### config.mk
export PLATFORM = sky130hd
export DESIGN_NAME = axi4_lite_master
export DESIGN_NICKNAME = d
export VERILOG_FILES = /design/src/rtl/axi4_lite_master.sv
export SDC_FILE = /design/constraint.sdc
export NUM_CORES = 1
export LEC_CHECK = 0
export ABC_AREA = 0
export CAP_MARGIN = 5
export CELL_PAD_IN_SITES_DETAIL_PLACEMENT = 0
export CELL_PAD_IN_SITES_GLOBAL_PLACEMENT = 1
export CORE_UTILIZATION = 28
export DETAILED_ROUTE_END_ITERATION = 7
export GPL_ROUTABILITY_DRIVEN = 1
export GPL_TIMING_DRIVEN = 0
export PLACE_DENSITY = 0.83
export SYNTH_ARGS = -nofsm -noshare
export SYNTH_HDL_FRONTEND = slang
export SYNTH_SLANG_ARGS = --single-unit
### constraint.sdc
create_clock -name ACLK -period 2.35 [get_ports ACLK]
set_input_delay 0.47 -clock ACLK [delete_from_list [all_inputs] [get_ports ACLK]]
set_output_delay 0.47 -clock ACLK [all_outputs]
set_load 0.1 [all_outputs]
### src/rtl/axi4_lite_master.sv
// ---------------------------------------------------------------------------
// axi4_lite_master
//
// Purpose
//   AXI4-Lite initiator. A simple single-beat request/response port (CPU LSU
//   or DMA side) is turned into AXI4-Lite write (AW/W/B) or read (AR/R)
//   transactions. Only one transaction is in flight at a time. Every AXI and
//   response output comes straight from a flop. No slave input reaches an
//   output through combinational logic.
//
// Parameters
//   DATA_W  data width in bits (multiple of 8); strobe width is DATA_W/8
//   ADDR_W  byte-address width
//
// Ports
//   ACLK, ARESET            clock, synchronous active-high reset
//   REQ_VALID/REQ_READY     request handshake (REQ_READY high only when idle)
//   REQ_WE                  1 = write, 0 = read
//   REQ_ADDR/WDATA/WSTRB    request payload, latched on accept
//   RSP_VALID               one-cycle completion pulse (cannot be stalled)
//   RSP_RDATA               read data of the last completed read
//   RSP_ERR                 last completion had a non-OKAY response
//   AW_*, W_*, B_*          AXI4-Lite write channels
//   AR_*, R_*               AXI4-Lite read channels
// ---------------------------------------------------------------------------
module axi4_lite_master #(
  parameter int DATA_W = 32,
  parameter int ADDR_W = 32
) (
  input  logic                  ACLK,
  input  logic                  ARESET,
  // request / response port
  input  logic                  REQ_VALID,
  output logic                  REQ_READY,
  input  logic                  REQ_WE,
  input  logic [ADDR_W-1:0]     REQ_ADDR,
  input  logic [DATA_W-1:0]     REQ_WDATA,
  input  logic [DATA_W/8-1:0]   REQ_WSTRB,
  output logic                  RSP_VALID,
  output logic [DATA_W-1:0]     RSP_RDATA,
  output logic                  RSP_ERR,
  // write address channel
  output logic                  AW_VALID,
  input  logic                  AW_READY,
  output logic [ADDR_W-1:0]     AW_ADDR,
  // write data channel
  output logic                  W_VALID,
  input  logic                  W_READY,
  output logic [DATA_W-1:0]     W_DATA,
  output logic [DATA_W/8-1:0]   W_STRB,
  // write response channel
  input  logic                  B_VALID,
  output logic                  B_READY,
  input  logic [1:0]            B_RESP,
  // read address channel
  output logic                  AR_VALID,
  input  logic                  AR_READY,
  output logic [ADDR_W-1:0]     AR_ADDR,
  // read data channel
  input  logic                  R_VALID,
  output logic                  R_READY,
  input  logic [DATA_W-1:0]     R_DATA,
  input  logic [1:0]            R_RESP
);

  localparam int STRB_W = DATA_W / 8;

  typedef enum logic [2:0] {
    IDLE = 3'd0,
    WR   = 3'd1,
    WR_B = 3'd2,
    RD_A = 3'd3,
    RD_R = 3'd4,
    RSP  = 3'd5
  } state_t;

  state_t              state_reg;
  logic                req_ready_reg;
  logic                aw_valid_reg;
  logic                w_valid_reg;
  logic                b_ready_reg;
  logic                ar_valid_reg;
  logic                r_ready_reg;
  logic                rsp_valid_reg;
  logic                rsp_err_reg;
  logic [DATA_W-1:0]   rsp_rdata_reg;
  logic [ADDR_W-1:0]   aw_addr_reg;
  logic [ADDR_W-1:0]   ar_addr_reg;
  logic [DATA_W-1:0]   w_data_reg;
  logic [STRB_W-1:0]   w_strb_reg;
  // Set once the matching write channel has finished its handshake in WR.
  logic                aw_done_reg;
  logic                w_done_reg;

  // Handshakes. Each one is qualified by the registered VALID/READY, so a
  // stray READY or VALID from the slave outside its phase has no effect.
  logic aw_hs;
  logic w_hs;
  logic b_hs;
  logic ar_hs;
  logic r_hs;
  logic aw_fin;
  logic w_fin;

  always_comb begin
    aw_hs  = aw_valid_reg & AW_READY;
    w_hs   = w_valid_reg  & W_READY;
    b_hs   = b_ready_reg  & B_VALID;
    ar_hs  = ar_valid_reg & AR_READY;
    r_hs   = r_ready_reg  & R_VALID;
    // A channel counts as done if it finished earlier or is finishing now.
    // This lets AW and W complete in either order or in the same cycle.
    aw_fin = aw_done_reg | aw_hs;
    w_fin  = w_done_reg  | w_hs;
  end

  always_ff @(posedge ACLK) begin
    if (ARESET) begin
      state_reg     <= IDLE;
      req_ready_reg <= 1'b1;
      aw_valid_reg  <= 1'b0;
      w_valid_reg   <= 1'b0;
      b_ready_reg   <= 1'b0;
      ar_valid_reg  <= 1'b0;
      r_ready_reg   <= 1'b0;
      rsp_valid_reg <= 1'b0;
      rsp_err_reg   <= 1'b0;
      rsp_rdata_reg <= '0;
      aw_addr_reg   <= '0;
      ar_addr_reg   <= '0;
      w_data_reg    <= '0;
      w_strb_reg    <= '0;
      aw_done_reg   <= 1'b0;
      w_done_reg    <= 1'b0;
    end else begin
      case (state_reg)
        IDLE: begin
          if (REQ_VALID && req_ready_reg) begin
            req_ready_reg <= 1'b0;
            if (REQ_WE) begin
              // Both write channels are raised together on the edge after
              // accept. The payload is fixed until the next accept.
              aw_addr_reg  <= REQ_ADDR;
              w_data_reg   <= REQ_WDATA;
              w_strb_reg   <= REQ_WSTRB;
              aw_valid_reg <= 1'b1;
              w_valid_reg  <= 1'b1;
              aw_done_reg  <= 1'b0;
              w_done_reg   <= 1'b0;
              state_reg    <= WR;
            end else begin
              ar_addr_reg  <= REQ_ADDR;
              ar_valid_reg <= 1'b1;
              state_reg    <= RD_A;
            end
          end
        end

        WR: begin
          if (aw_hs) begin
            aw_valid_reg <= 1'b0;
            aw_done_reg  <= 1'b1;
          end
          if (w_hs) begin
            w_valid_reg <= 1'b0;
            w_done_reg  <= 1'b1;
          end
          if (aw_fin && w_fin) begin
            aw_done_reg <= 1'b0;
            w_done_reg  <= 1'b0;
            b_ready_reg <= 1'b1;
            state_reg   <= WR_B;
          end
        end

        WR_B: begin
          if (b_hs) begin
            b_ready_reg   <= 1'b0;
            rsp_err_reg   <= (B_RESP != 2'b00);
            rsp_valid_reg <= 1'b1;
            state_reg     <= RSP;
          end
        end

        RD_A: begin
          if (ar_hs) begin
            ar_valid_reg <= 1'b0;
            r_ready_reg  <= 1'b1;
            state_reg    <= RD_R;
          end
        end

        RD_R: begin
          if (r_hs) begin
            r_ready_reg   <= 1'b0;
            rsp_rdata_reg <= R_DATA;
            rsp_err_reg   <= (R_RESP != 2'b00);
            rsp_valid_reg <= 1'b1;
            state_reg     <= RSP;
          end
        end

        RSP: begin
          // The completion pulse lasts exactly one cycle. RSP_RDATA and
          // RSP_ERR keep their values until the next completion.
          rsp_valid_reg <= 1'b0;
          req_ready_reg <= 1'b1;
          state_reg     <= IDLE;
        end

        default: begin
          state_reg     <= IDLE;
          req_ready_reg <= 1'b1;
          aw_valid_reg  <= 1'b0;
          w_valid_reg   <= 1'b0;
          b_ready_reg   <= 1'b0;
          ar_valid_reg  <= 1'b0;
          r_ready_reg   <= 1'b0;
          rsp_valid_reg <= 1'b0;
          aw_done_reg   <= 1'b0;
          w_done_reg    <= 1'b0;
        end
      endcase
    end
  end

  assign REQ_READY = req_ready_reg;
  assign RSP_VALID = rsp_valid_reg;
  assign RSP_RDATA = rsp_rdata_reg;
  assign RSP_ERR   = rsp_err_reg;
  assign AW_VALID  = aw_valid_reg;
  assign AW_ADDR   = aw_addr_reg;
  assign W_VALID   = w_valid_reg;
  assign W_DATA    = w_data_reg;
  assign W_STRB    = w_strb_reg;
  assign B_READY   = b_ready_reg;
  assign AR_VALID  = ar_valid_reg;
  assign AR_ADDR   = ar_addr_reg;
  assign R_READY   = r_ready_reg;

endmodule

Word level (Yosys, flattened, before mapping). Index checks and enable logic that the tools add are counted.

Word-level logic and storage cells: 111. Output and inout port bits: 140. Bits in registers: 145. Input port bits: 113.

Eq/ne operators: 16. Bitwise logic cells: 14. Muxes and demuxes: 39. Reduce and logical (&&, ||, !) cells: 26.

Operator list (number): 1-bit one-hot mux with 3 select lines (8); 1-bit two-way mux (22); 4-bit AND reduction (5); 4-bit OR reduction (5); 2-bit != test (second input constant) (9); 3-bit AND reduction (6); 3-bit two-way mux (5); 3-bit one-hot mux with 5 select lines (1); 1-bit NOT (7); 3-bit by 2-bit equality test with 1-bit output (second input constant) (2); 3-bit equality test (second input constant) (2); 3-bit != test (second input constant) (2); 2-bit nonzero test (3); 1-bit AND (5); 5-bit AND reduction (1); 1-bit one-hot mux with 2 select lines (2); 2-bit AND reduction (2); 3-bit by 1-bit equality test with 1-bit output (second input constant) (1); 3-bit logical NOT (1); 3-bit OR reduction (1); 1-bit logical AND (2); 2-bit two-way mux (1); 1-bit bitwise OR (2).

Longest topological paths before layout. Gate-level depths: netlist of run 1.

Depth after elaboration: 5. Depth in mapped cells: 8. Gate-level depth less buffers: 4.

Worst setup path before layout of run 1. Ideal clock, no wire load.

Kind: register to register. Start: reg req_ready_reg, in the netlist REQ_READY. End: reg ar_addr_reg[21], in the netlist AR_ADDR[21]. Path slack: -0.043 ns. Period minus slack after synthesis: 2.393 ns. Required time: 2.218 ns. Stages on the path, launching flop included: 7. Arrival time: 2.261 ns. Setup time: 0.132 ns. Path buffers: 2. Cells stage by stage: dfxtp_1 -> nand2_1 -> or4_4 -> buf_6 -> buf_6 -> nand2_1 -> a21oi_1.

Word-level cells in the longest chain between the ends: 2.

RTL lines: from (decl) (line 78) `logic req_ready_reg;`; from (signal assigned) (line 120) `req_ready_reg <= 1'b1;`; from (signal assigned) (line 139) `req_ready_reg <= 1'b0;`; from (signal assigned) (line 207) `req_ready_reg <= 1'b1;`; 1-bit logical AND (line 138) `if (REQ_VALID && req_ready_reg) begin`; 3-bit AND reduction (no source line); to (signal assigned) (line 130) `ar_addr_reg <= '0;`; to (signal assigned) (line 152) `ar_addr_reg <= REQ_ADDR;`; to (decl) (line 88) `logic [ADDR_W-1:0] ar_addr_reg;`.

Every way passes these cells. A chain may end at the register's enable or synchronous reset.

Final worst setup path of run 1.
Start: reg r_ready_reg, in the netlist R_READY. End: out R_READY.

RTL lines: from (decl) (line 83) `logic r_ready_reg;`; from (signal assigned) (line 125) `r_ready_reg <= 1'b0;`; from (signal assigned) (line 188) `r_ready_reg <= 1'b1;`; from (signal assigned) (line 195) `r_ready_reg <= 1'b0;`; to (decl) (line 61) `output logic R_READY,`.

No word-level cell between the ends.

==> impl_metrics.env, run 1 <==
export IMPL_outcome="complete, no violations"
export IMPL_r2r_start="state_reg[2]"
export IMPL_hold_viol_final=0
export IMPL_synthTopCellsByArea="dfxtp_1 (55%), nand2_1 (19%), a21oi_1 (13%)"
export IMPL_dp_cells=1152
export IMPL_synth_mux_area_share_pct=0.376
export IMPL_start_kind="register"
export IMPL_gr_usage_all_layers_pct=18.0
export IMPL_cpLargestDelayFamily="buffers and inverters"
export IMPL_initial_core_util_pct=28.5
export IMPL_rr_worst_depth=8
export IMPL_yosys_area_top_type="dfxtp_1"
export IMPL_criticalPathCategory="register to output port"
export IMPL_hold_buffers=0
export IMPL_min_period_ps=2230
export IMPL_drt_pass1_iter_count=4
export IMPL_required_ps=1880
export IMPL_rsz0062_at_grt="false"
export IMPL_yosysSeqAreaShare_pct=54.5
export IMPL_globalRouteOverflowTotal=0
export IMPL_instances_no_fill=1185
export IMPL_drt_total_wl_mm=17.3
export IMPL_maxSlewViolCount=0
export IMPL_nFillCells=1910
export IMPL_path_clk_slew_ps=60
export IMPL_r2r_end="W_DATA[13]"
export IMPL_synth_xor_xnor_area_share_pct=0
export IMPL_yosysMostFrequentCell="nand2_1"
export IMPL_maxSlewHeadroom_pct=30.1
export IMPL_synthSimpleGateAreaFrac_pct=23.0
export IMPL_clk_latency_ps=410
export IMPL_syn_area_sq_um=5320
export IMPL_diodes=0
export IMPL_hold_end="RSP_RDATA[1]"
export IMPL_seq_area_sq_um=2900
export IMPL_drive_gt1_share_pct=6.31
export IMPL_synth_compound_area_share_pct=17.1
export IMPL_die_y_um=140
export IMPL_ff2ff_setup_slack_ps=490
export IMPL_io_pins=253
export IMPL_finalWeightedCongestion=0.769
export IMPL_nets=1051
export IMPL_synthFlopType="dfxtp_1"
export IMPL_multiInputGateArea_sq_um=2160
export IMPL_min_from="RSP_RDATA[1]"
export IMPL_finalCritPeriodShare_pct=94.8
export IMPL_hold_path_class="register to register"
export IMPL_synthTopCellsByCount="nand2_1 (270), dfxtp_1 (145), a21oi_1 (140)"
export IMPL_antenna_left=0
export IMPL_p_leak_nw=3.71
export IMPL_port_buffers=251
export IMPL_slowest_delay_ps=940
export IMPL_yosysTopAreaCellShare_pct=54.5
export IMPL_power_density_nw_per_um2=1060
export IMPL_synthCells=667
export IMPL_crit_arrival_ps=1760
export IMPL_power_w=0.00910
export IMPL_die_area_sq_um=19600
export IMPL_dp_hpwl_mm=12.8
export IMPL_root_buffer="clkbuf_16"
export IMPL_cp_slowest_cell="dlygate4sd2_1"
export IMPL_finalSetupViolCount=0
export IMPL_drc=0
export IMPL_fmax_mhz=449
export IMPL_synth_avg_cell_area_sq_um=7.98
export IMPL_finClkSkew_ps=7.39
export IMPL_cp_max_fo=5
export IMPL_antenna_found_initial=0
export IMPL_postSynth_asyncResetShare_pct=0
export IMPL_vias=5265
export IMPL_grt_pass1_vias=4914
export IMPL_synth_seq_cells=145
export IMPL_die_w_um=140
export IMPL_numCtsBuffers=17
export IMPL_fp_coreArea_sq_um=18600
export IMPL_end_kind="output port"
export IMPL_hold_path_depth=2
export IMPL_worstMarginPinSlew_ps=1050
export IMPL_ys_types=37
export IMPL_grt_pass1_wl_mm=27.4
export IMPL_drv_cap=0
export IMPL_path_buf_inv=1
export IMPL_cts_tree="yes"
export IMPL_syn2layout_area_growth_pct=61.7
export IMPL_drt_iter0_drc=185
export IMPL_vias_per_cell=4.44
export IMPL_ys_warnings_count=0
export IMPL_worstPathCellList="dlygate4sd2_1"
export IMPL_cts_num_sinks=145
export IMPL_synth_edf_count=0
export IMPL_syn_nets=780
export IMPL_h_tree_depth=4
export IMPL_placementRows=50
export IMPL_wl_per_cell_um=14.6
export IMPL_clk_path_buf_depth=2
export IMPL_synthAdderAreaFrac_pct=0
export IMPL_max_vdd_ir_drop_mv=0.498
export IMPL_synth_top_family_by_area="simple AND/OR/NAND/NOR gates"
export IMPL_grt_max_degree=17
==> per-stage QoR <==
step	worst slack (ps)	setup TNS (ps)	hold slack, ps	area [sq um]	utilization [%]
3_5_place_dp	-386	-24610	445	8130	43.6
5_1_grt	52.1	0	462	8610	46.2
2_1_floorplan	316	0	442	5320	-
4_1_cts	57.4	0	451	8600	46.1
3_3_place_gp	-348	-22840	441	8130	43.6
6_report	122	0	449	8610	46.2
==> per-layer routing <==
metal	up-vias	wire [um]	track usage [%]
met5	-	0	0
met4	0	167	5.26
met3	9	1110	5.75
met2	145	8110	29.1
met1	2378	7940	22.8
li1	2733	-	-
==> how the worst max path moves through the flow <==
| stage | endpoint | slack [ps] | cells after the start | from |
|---|---|---|---|---|
| after detailed placement | W_DATA[0] | -390 | 6 | REQ_WE |
| after global routing | W_DATA[14] | 50 | 7 | REQ_WE |
| after CTS | W_DATA[0] | 60 | 6 | REQ_WE |
| after global placement | W_DATA[1] | -350 | 6 | REQ_WE |
| final | R_READY | 120 | 1 | R_READY |
| after floorplan | state_reg[1] | 320 | 4 | R_READY |
==> final cells by class <==
| cell class | instances | area share (%) |
|---|---|---|
| Inverter | 1 | 0.0436 |
| Clock buffer | 20 | 5.42 |
| Tap cell | 234 | 3.40 |
| Timing Repair Buffer | 252 | 27.2 |
| Sequential cell | 145 | 33.7 |
| Multi-Input combinational cell | 471 | 25.1 |
| Clock inverter | 12 | 2.08 |
| Buffer | 50 | 3.00 |
==> cell families (layout without fill, tap and decap cells) <==
group | Yosys count | after routing
AOI/OAI and AO/OA | 169 | 169
buffers and inverters | 51 | 335
DFF | 145 | 145
muxes | 2 | 2
and+or+nand+nor | 300 | 300
==> cell usage in the layout (no fill, tap or decap), types with 2 or more instances in the layout <==
cell and instances:
a311oi_1 3, clkdlybuf4s50_1 111, nor2b_1 3, buf_2 11, clkbuf_8 3, nand2_1 270, nand4b_1 3, a31oi_1 3
buf_4 4, clkbuf_1 30, or3b_2 2, bufinv_16 4, a21oi_1 140, a211oi_1 3, o21ai_0 5, dlygate4sd2_1 140
clkbuf_16 17, o21bai_1 2, nor2_1 9, dfxtp_1 144, o21a_1 2, clkinvlp_4 3, nand2b_1 2, buf_6 6
and2_1 2, mux2i_1 2, inv_6 2, clkinv_2 2, a21o_1 5
==> what timing repair did <==
| item | CTS | global route |
|---|---|---|
| cloned | 0 | 0 |
| gates resized for setup | 140 | 0 |
| endpoints found under the setup margin | 140 | 68 |
| pin swaps | 0 | 1 |
| setup buffers | 0 | 1 |
==> power breakdown <==
group / leakage, nW / internal [W] / switching, W
logic: 2.23 / 0.000796 / 0.00251
registers: 1.18 / 0.00272 / 0.000140
clock network: 0.309 / 0.00187 / 0.00106
total: 3.71 / 0.00539 / 0.00371
No activity file was read; power rests on OpenSTA's default activity.
==> run 2: changes to the inputs <==
Settings changed: ABC_AREA 0 to 1.
==> run 2 against run 1 <==
- core utilization down 0.38 points
- highest routed layer unchanged
- critical endpoint is now AW_ADDR[23]
- first-iteration DRC count is 37% higher
- area after synthesis is 1.6% higher
- combinational power increased by 36%
- clock skew decreased by 0.80 ps
- final cell count increased by 4.1%
==> impl_metrics.env, run 2 <==
export IMPL_hold_buffers=0
export IMPL_synth_seq_cells=145
export IMPL_yosys_area_top_type="dfxtp_1"
export IMPL_sequentialPowerShare_pct=30.2
export IMPL_nets=1074
export IMPL_synthFlopType="dfxtp_1"
export IMPL_rsz0062_at_grt="false"
export IMPL_finalCritPeriodShare_pct=90.8
export IMPL_port_buffers=252
export IMPL_cpLargestDelayFamily="buffers and inverters"
export IMPL_die_w_um=141
export IMPL_diodes=0
export IMPL_hold_viol_final=0
export IMPL_min_period_ps=2130
export IMPL_maxSlewViolCount=0
export IMPL_clk_path_buf_depth=2
export IMPL_numCtsBuffers=17
export IMPL_slowest_delay_ps=880
export IMPL_wl_per_cell_um=14.3
export IMPL_syn2layout_area_growth_pct=59.5
export IMPL_ys_types=26
export IMPL_io_pins=253
export IMPL_hold_path_class="register to register"
export IMPL_drt_iter0_drc=253
export IMPL_dp_slack_ps=-142
export IMPL_p_int_w=0.00517
export IMPL_maxSlewHeadroom_pct=30.1
export IMPL_drive_gt1_share_pct=7.29
export IMPL_gr_usage_met3_pct=6.52
export IMPL_syn_nets=803
export IMPL_path_clk_slew_ps=70
export IMPL_gr_usage_all_layers_pct=18.3
export IMPL_cts_resized_gates=140
export IMPL_synthSimpleGateAreaFrac_pct=20.1
export IMPL_grt_pass1_wl_mm=28.3
export IMPL_switching_share_pct=48.7
export IMPL_vias=5343
export IMPL_synthTopCellsByCount="nor2_1 (215), dfxtp_1 (145), o21ai_0 (115)"
export IMPL_worstPathCellList="dlygate4sd2_1"
export IMPL_drt_total_wl_mm=17.6
export IMPL_initial_core_util_pct=28.7
export IMPL_synth_edf_count=0
export IMPL_use_met2_pct=30.4
export IMPL_yosysMostFrequentCell="nor2_1"
export IMPL_drv_cap=0
export IMPL_fmax_mhz=468
export IMPL_root_buffer="clkbuf_16"
export IMPL_multiInputGateArea_sq_um=2030
export IMPL_die_y_um=141
export IMPL_placementRows=50
export IMPL_postSynth_asyncResetShare_pct=0
export IMPL_combPwrFrac_pct=44.8
export IMPL_final_core_util_pct=45.8
export IMPL_cts_num_sinks=145
export IMPL_antenna_found_initial=0
export IMPL_required_ps=1880
export IMPL_drc=0
export IMPL_antenna_left=0
export IMPL_path_buf_inv=1
export IMPL_grt_pass1_vias=5374
export IMPL_worstMarginPinSlew_ps=1050
export IMPL_synthAdderAreaFrac_pct=0
export IMPL_max_vdd_ir_drop_mv=0.528
export IMPL_synth_compound_area_share_pct=17.5
export IMPL_criticalPathCategory="register to output port"
export IMPL_grt_max_degree=17
export IMPL_synth_mux_area_share_pct=0
export IMPL_h_tree_depth=4
export IMPL_cp_slowest_cell="dlygate4sd2_1"
export IMPL_die_area_sq_um=19900
export IMPL_yosysTopAreaCellShare_pct=53.7
export IMPL_end_kind="output port"
export IMPL_holdWs_ps=439
export IMPL_setup_tns_ps=0
export IMPL_synth_top_family_by_area="simple AND/OR/NAND/NOR gates"
export IMPL_clkPwrFrac_pct=25.1
export IMPL_dp_hpwl_mm=13.0
export IMPL_met1_usage_pct=22.0
export IMPL_layout_common_cells="nor2_1 (215), dfxtp_1 (145), dlygate4sd2_1 (140), o21ai_0 (115), clkdlybuf4s50_1 (112)"
export IMPL_vias_per_cell=4.33
export IMPL_power_density_nw_per_um2=1170
export IMPL_outcome="complete, no violations"
export IMPL_start_kind="register"
export IMPL_syn_area_sq_um=5400
export IMPL_fin_ws_ps=215
export IMPL_p_leak_nw=4.12
export IMPL_clk_latency_ps=410
export IMPL_synth_xor_xnor_area_share_pct=0
export IMPL_post_cts_buffers=0
export IMPL_cts_tree="yes"
export IMPL_nFillCells=1988
export IMPL_synthTopCellsByArea="dfxtp_1 (54%), nor2_1 (15%), o21ai_0 (11%)"
export IMPL_cp_max_fo=2
export IMPL_power_switching_w=0.00490
export IMPL_top_usage_layer="met2"
export IMPL_finClkSkew_ps=6.59
export IMPL_drt_pass1_iter_count=4
export IMPL_globalRouteOverflowTotal=0
export IMPL_synth_avg_cell_area_sq_um=7.83
export IMPL_finalWeightedCongestion=0.825
export IMPL_ys_warnings_count=0
export IMPL_seq_area_sq_um=2900
export IMPL_final_common_cell="nor2_1"
export IMPL_crit_arrival_ps=1660
export IMPL_synthCells=690
export IMPL_yosysSeqAreaShare_pct=53.7
export IMPL_finalSetupViolCount=0
export IMPL_fp_coreArea_sq_um=18800
run 2: changes by cell type in the layout (fill, tap and decap cells not counted), moves of 10 or more:
| cell | delta |
|---|---|
| o21ai_0 | +110 |
| clkbuf_1 | -13 |
| nand3_1 | +10 |
| nand2_1 | -236 |
| o21ai_1 | +23 |
| inv_1 | +40 |
| nor2_1 | +206 |
| a21oi_1 | -98 |
run 2: area by class of cell:
class	count	area share, %
sequential	145	33.7
timing repair buffer	252	27.2
multi-input combinational	456	23.6
clock buffer	19	5.14
tap	260	3.77
buffer	44	3.43
inverter	45	1.99
clock inverter	13	1.18
run 2: metal layers:
layer / up-vias / share of wire [%]
met5: - / 0
met4: 0 / 1.5
met3: 17 / 7.2
met2: 168 / 46
met1: 2382 / 45
li1: 2776 / -
run 2: cell families (layout without fill, tap and decap cells):
logic type / Yosys count / count (layout)
and+or+nand+nor: 270 / 270
AOI/OAI and AO/OA: 186 / 186
DFF: 145 / 145
buffers and inverters: 89 / 373
run 2: final timing paths:
| path | from | to | slack, ps | cells after the start |
|---|---|---|---|---|
| setup / recovery | AW_ADDR[23] | AW_ADDR[23] | 220 | 1 |
| hold / removal | RSP_RDATA[8] | RSP_RDATA[8] | 440 | 2 |
| setup reg to reg | state_reg[0] | AW_ADDR[14] | 570 | 7 |
| hold reg to reg | RSP_RDATA[8] | RSP_RDATA[8] | 440 | 2 |
run 2: power groups by stage:
stage / Sequential (W) / Clock, W / Combinational, W
after detailed placement: 0.00310 / 0 / 0.00477
after global placement: 0.00309 / 0 / 0.00477
after floorplan: 0.00557 / 0 / 0.00106
after CTS: 0.00304 / 0.00261 / 0.00454
final: 0.00304 / 0.00252 / 0.00451
after global routing: 0.00309 / 0.00272 / 0.00476
run 2: through the flow:
stage	instances	cell area (sq um)	power, W
floorplan	690	5400	0.00663
global placement	1202	8250	0.00786
detailed placement	1202	8250	0.00786
CTS	1234	8620	0.0102
global route	1234	8620	0.0106
finish	1234	8620	0.0101
==> run 3: changes to the inputs <==
Settings changed: ABC_AREA 1 to 0, CORE_ASPECT_RATIO set to 1.1, CORE_UTILIZATION 28 to 31, PLACE_DENSITY 0.83 to 0.9.
Clock period 2.35 ns to 2.8 ns, I/O delays scaled along.
==> run 3 against run 2 <==
- clock power fell by 9.1%
- clock-buffer cell count rose by 1
- sequential share of layout area fell by 0.24 points
- first-iteration DRC count fell by 5.5%
- via count fell by 1.0%
- flip-flop and latch count did not move
- largest cell class unchanged
==> impl_metrics.env, run 3 (same netlist as run 1, synthesis figures left out) <==
export IMPL_outcome="complete, no violations"
export IMPL_drive_gt1_share_pct=5.90
export IMPL_diodes=0
export IMPL_port_buffers=251
export IMPL_drc=0
export IMPL_grt_pass1_wl_mm=26.2
export IMPL_crit_arrival_ps=2020
export IMPL_finalSetupViolCount=0
export IMPL_numCtsBuffers=17
export IMPL_cts_num_sinks=145
export IMPL_final_core_util_pct=52.5
export IMPL_io_pins=253
export IMPL_cp_slowest_cell="clkdlybuf4s50_1"
export IMPL_cpLargestDelayFamily="buffers and inverters"
export IMPL_grt_pass1_vias=4975
export IMPL_clkPwrFrac_pct=30.2
export IMPL_antenna_left=0
export IMPL_hold_path_depth=2
export IMPL_die_w_um=127
export IMPL_cp_max_fo=6
export IMPL_required_ps=2240
export IMPL_fmax_mhz=388
export IMPL_clk_path_buf_depth=2
export IMPL_power_switching_w=0.00307
export IMPL_root_buffer="clkbuf_16"
export IMPL_r2r_end="W_DATA[17]"
export IMPL_worstPathCellList="clkdlybuf4s50_1"
export IMPL_p_leak_nw=3.04
export IMPL_antenna_found_initial=0
export IMPL_globalRouteOverflowTotal=0
export IMPL_finClkSkew_ps=10.6
export IMPL_holdWs_ps=451
export IMPL_multiInputGateArea_sq_um=2160
export IMPL_gr_usage_all_layers_pct=18.9
export IMPL_setup_tns_ps=0
export IMPL_slowest_delay_ps=1200
export IMPL_finalCritPeriodShare_pct=92.1
export IMPL_crit_path_end="REQ_READY"
export IMPL_criticalPathCategory="register to output port"
export IMPL_drt_total_wl_mm=16.7
export IMPL_crit_cells=1
export IMPL_cts_tree="yes"
export IMPL_drt_pass1_iter_count=4
export IMPL_r2r_start="state_reg[2]"
export IMPL_power_density_nw_per_um2=874
export IMPL_maxSlewViolCount=0
export IMPL_p_int_w=0.00452
export IMPL_dp_cells=1122
export IMPL_die_area_sq_um=17700
export IMPL_max_vdd_ir_drop_mv=0.442
export IMPL_hold_path_class="register to register"
export IMPL_rr_worst_depth=8
export IMPL_wl_per_cell_um=14.5
export IMPL_drt_iter0_drc=239
export IMPL_maxSlewHeadroom_pct=31.3
export IMPL_nets=1050
export IMPL_rsz0062_at_grt="false"
export IMPL_syn2layout_area_growth_pct=63.2
export IMPL_layout_common_cells="nand2_1 (270), clkdlybuf4s50_1 (251), dfxtp_1 (145), a21oi_1 (140), clkbuf_1 (31)"
export IMPL_die_y_um=139
export IMPL_instances_no_fill=1153
export IMPL_vias_per_cell=4.59
export IMPL_post_cts_buffers=0
export IMPL_switching_share_pct=40.5
export IMPL_final_common_cell="nand2_1"
export IMPL_worstMarginPinSlew_ps=1030
export IMPL_finalWeightedCongestion=0.770
export IMPL_path_clk_slew_ps=60
export IMPL_hold_viol_final=0
export IMPL_h_tree_depth=4
export IMPL_start_kind="register"
export IMPL_path_buf_inv=1
export IMPL_combPwrFrac_pct=38.0
export IMPL_cts_resized_gates=0
export IMPL_ff2ff_setup_slack_ps=940
export IMPL_sequentialPowerShare_pct=31.8
export IMPL_hold_buffers=0
export IMPL_grt_max_degree=17
export IMPL_clk_latency_ps=410
export IMPL_end_kind="output port"
export IMPL_dp_hpwl_mm=12.1
export IMPL_fp_coreArea_sq_um=16600
export IMPL_vias=5287
export IMPL_initial_core_util_pct=32.1
export IMPL_crit_start="REQ_READY"
export IMPL_placementRows=49
export IMPL_drv_cap=0
export IMPL_seq_area_sq_um=2900
export IMPL_min_period_ps=2580
export IMPL_nFillCells=1604
==> run 3: cell types whose count changed in the layout (fill, tap and decap cells not counted), moves of 40 or more <==
cell | before | now
a21oi_1 | 42 | 140
o21ai_0 | 115 | 5
nor2_1 | 215 | 9
dlygate4sd2_1 | 140 | 0
inv_1 | 41 | 1
nand2_1 | 34 | 270
clkdlybuf4s50_1 | 112 | 251
==> run 3: power by group through the flow <==
stage	clock network (W)	logic, W	registers [W]
final	0.00229	0.00289	0.00241
after global routing	0.00244	0.00304	0.00244
after CTS	0.00236	0.00291	0.00241
after detailed placement	0	0.00290	0.00245
after global placement	0	0.00290	0.00245
after floorplan	0	0.000779	0.00380
==> run 3: layout make-up <==
class	instances	share of cell area [%]
buffer	50	2.97
clock buffer	20	5.26
clock inverter	11	1.59
inverter	1	0.0432
multi-input combinational	471	24.8
sequential	145	33.4
tap	204	2.94
timing repair buffer	251	28.9
==> run 3: stage by stage <==
| stage | setup WS [ps] | power [W] | area (sq um) |
|---|---|---|---|
| final | 220 | 0.00759 | 8680 |
| after global routing | 136 | 0.00793 | 8680 |
| after CTS | 162 | 0.00768 | 8680 |
| after detailed placement | 92.4 | 0.00535 | 8090 |
| after global placement | 105 | 0.00535 | 8090 |
| after floorplan | 407 | 0.00457 | 5320 |
==> run 3: how the worst min path moves through the flow <==
stage,from,to
floorplan,aw_done_reg,aw_done_reg
global placement,W_DATA[30],W_DATA[30]
detailed placement,W_DATA[4],W_DATA[4]
CTS,AW_ADDR[14],AW_ADDR[14]
global route,W_DATA[5],W_DATA[5]
finish,W_DATA[7],W_DATA[7]
==> run 3: tightest hold or removal path, delay by kind of cell (launching register included) <==
kind	cells	cell delay (ps)
compound gates	1	50
flops	1	300
simple gates	1	50
==> run 3: metal layers <==
metal	up-vias	global-route usage, %	routed length (um)
li1	2730	-	-
met1	2386	23.5	7340
met2	157	31.2	8200
met3	14	5.15	953
met4	0	6.70	214
met5	-	0	0
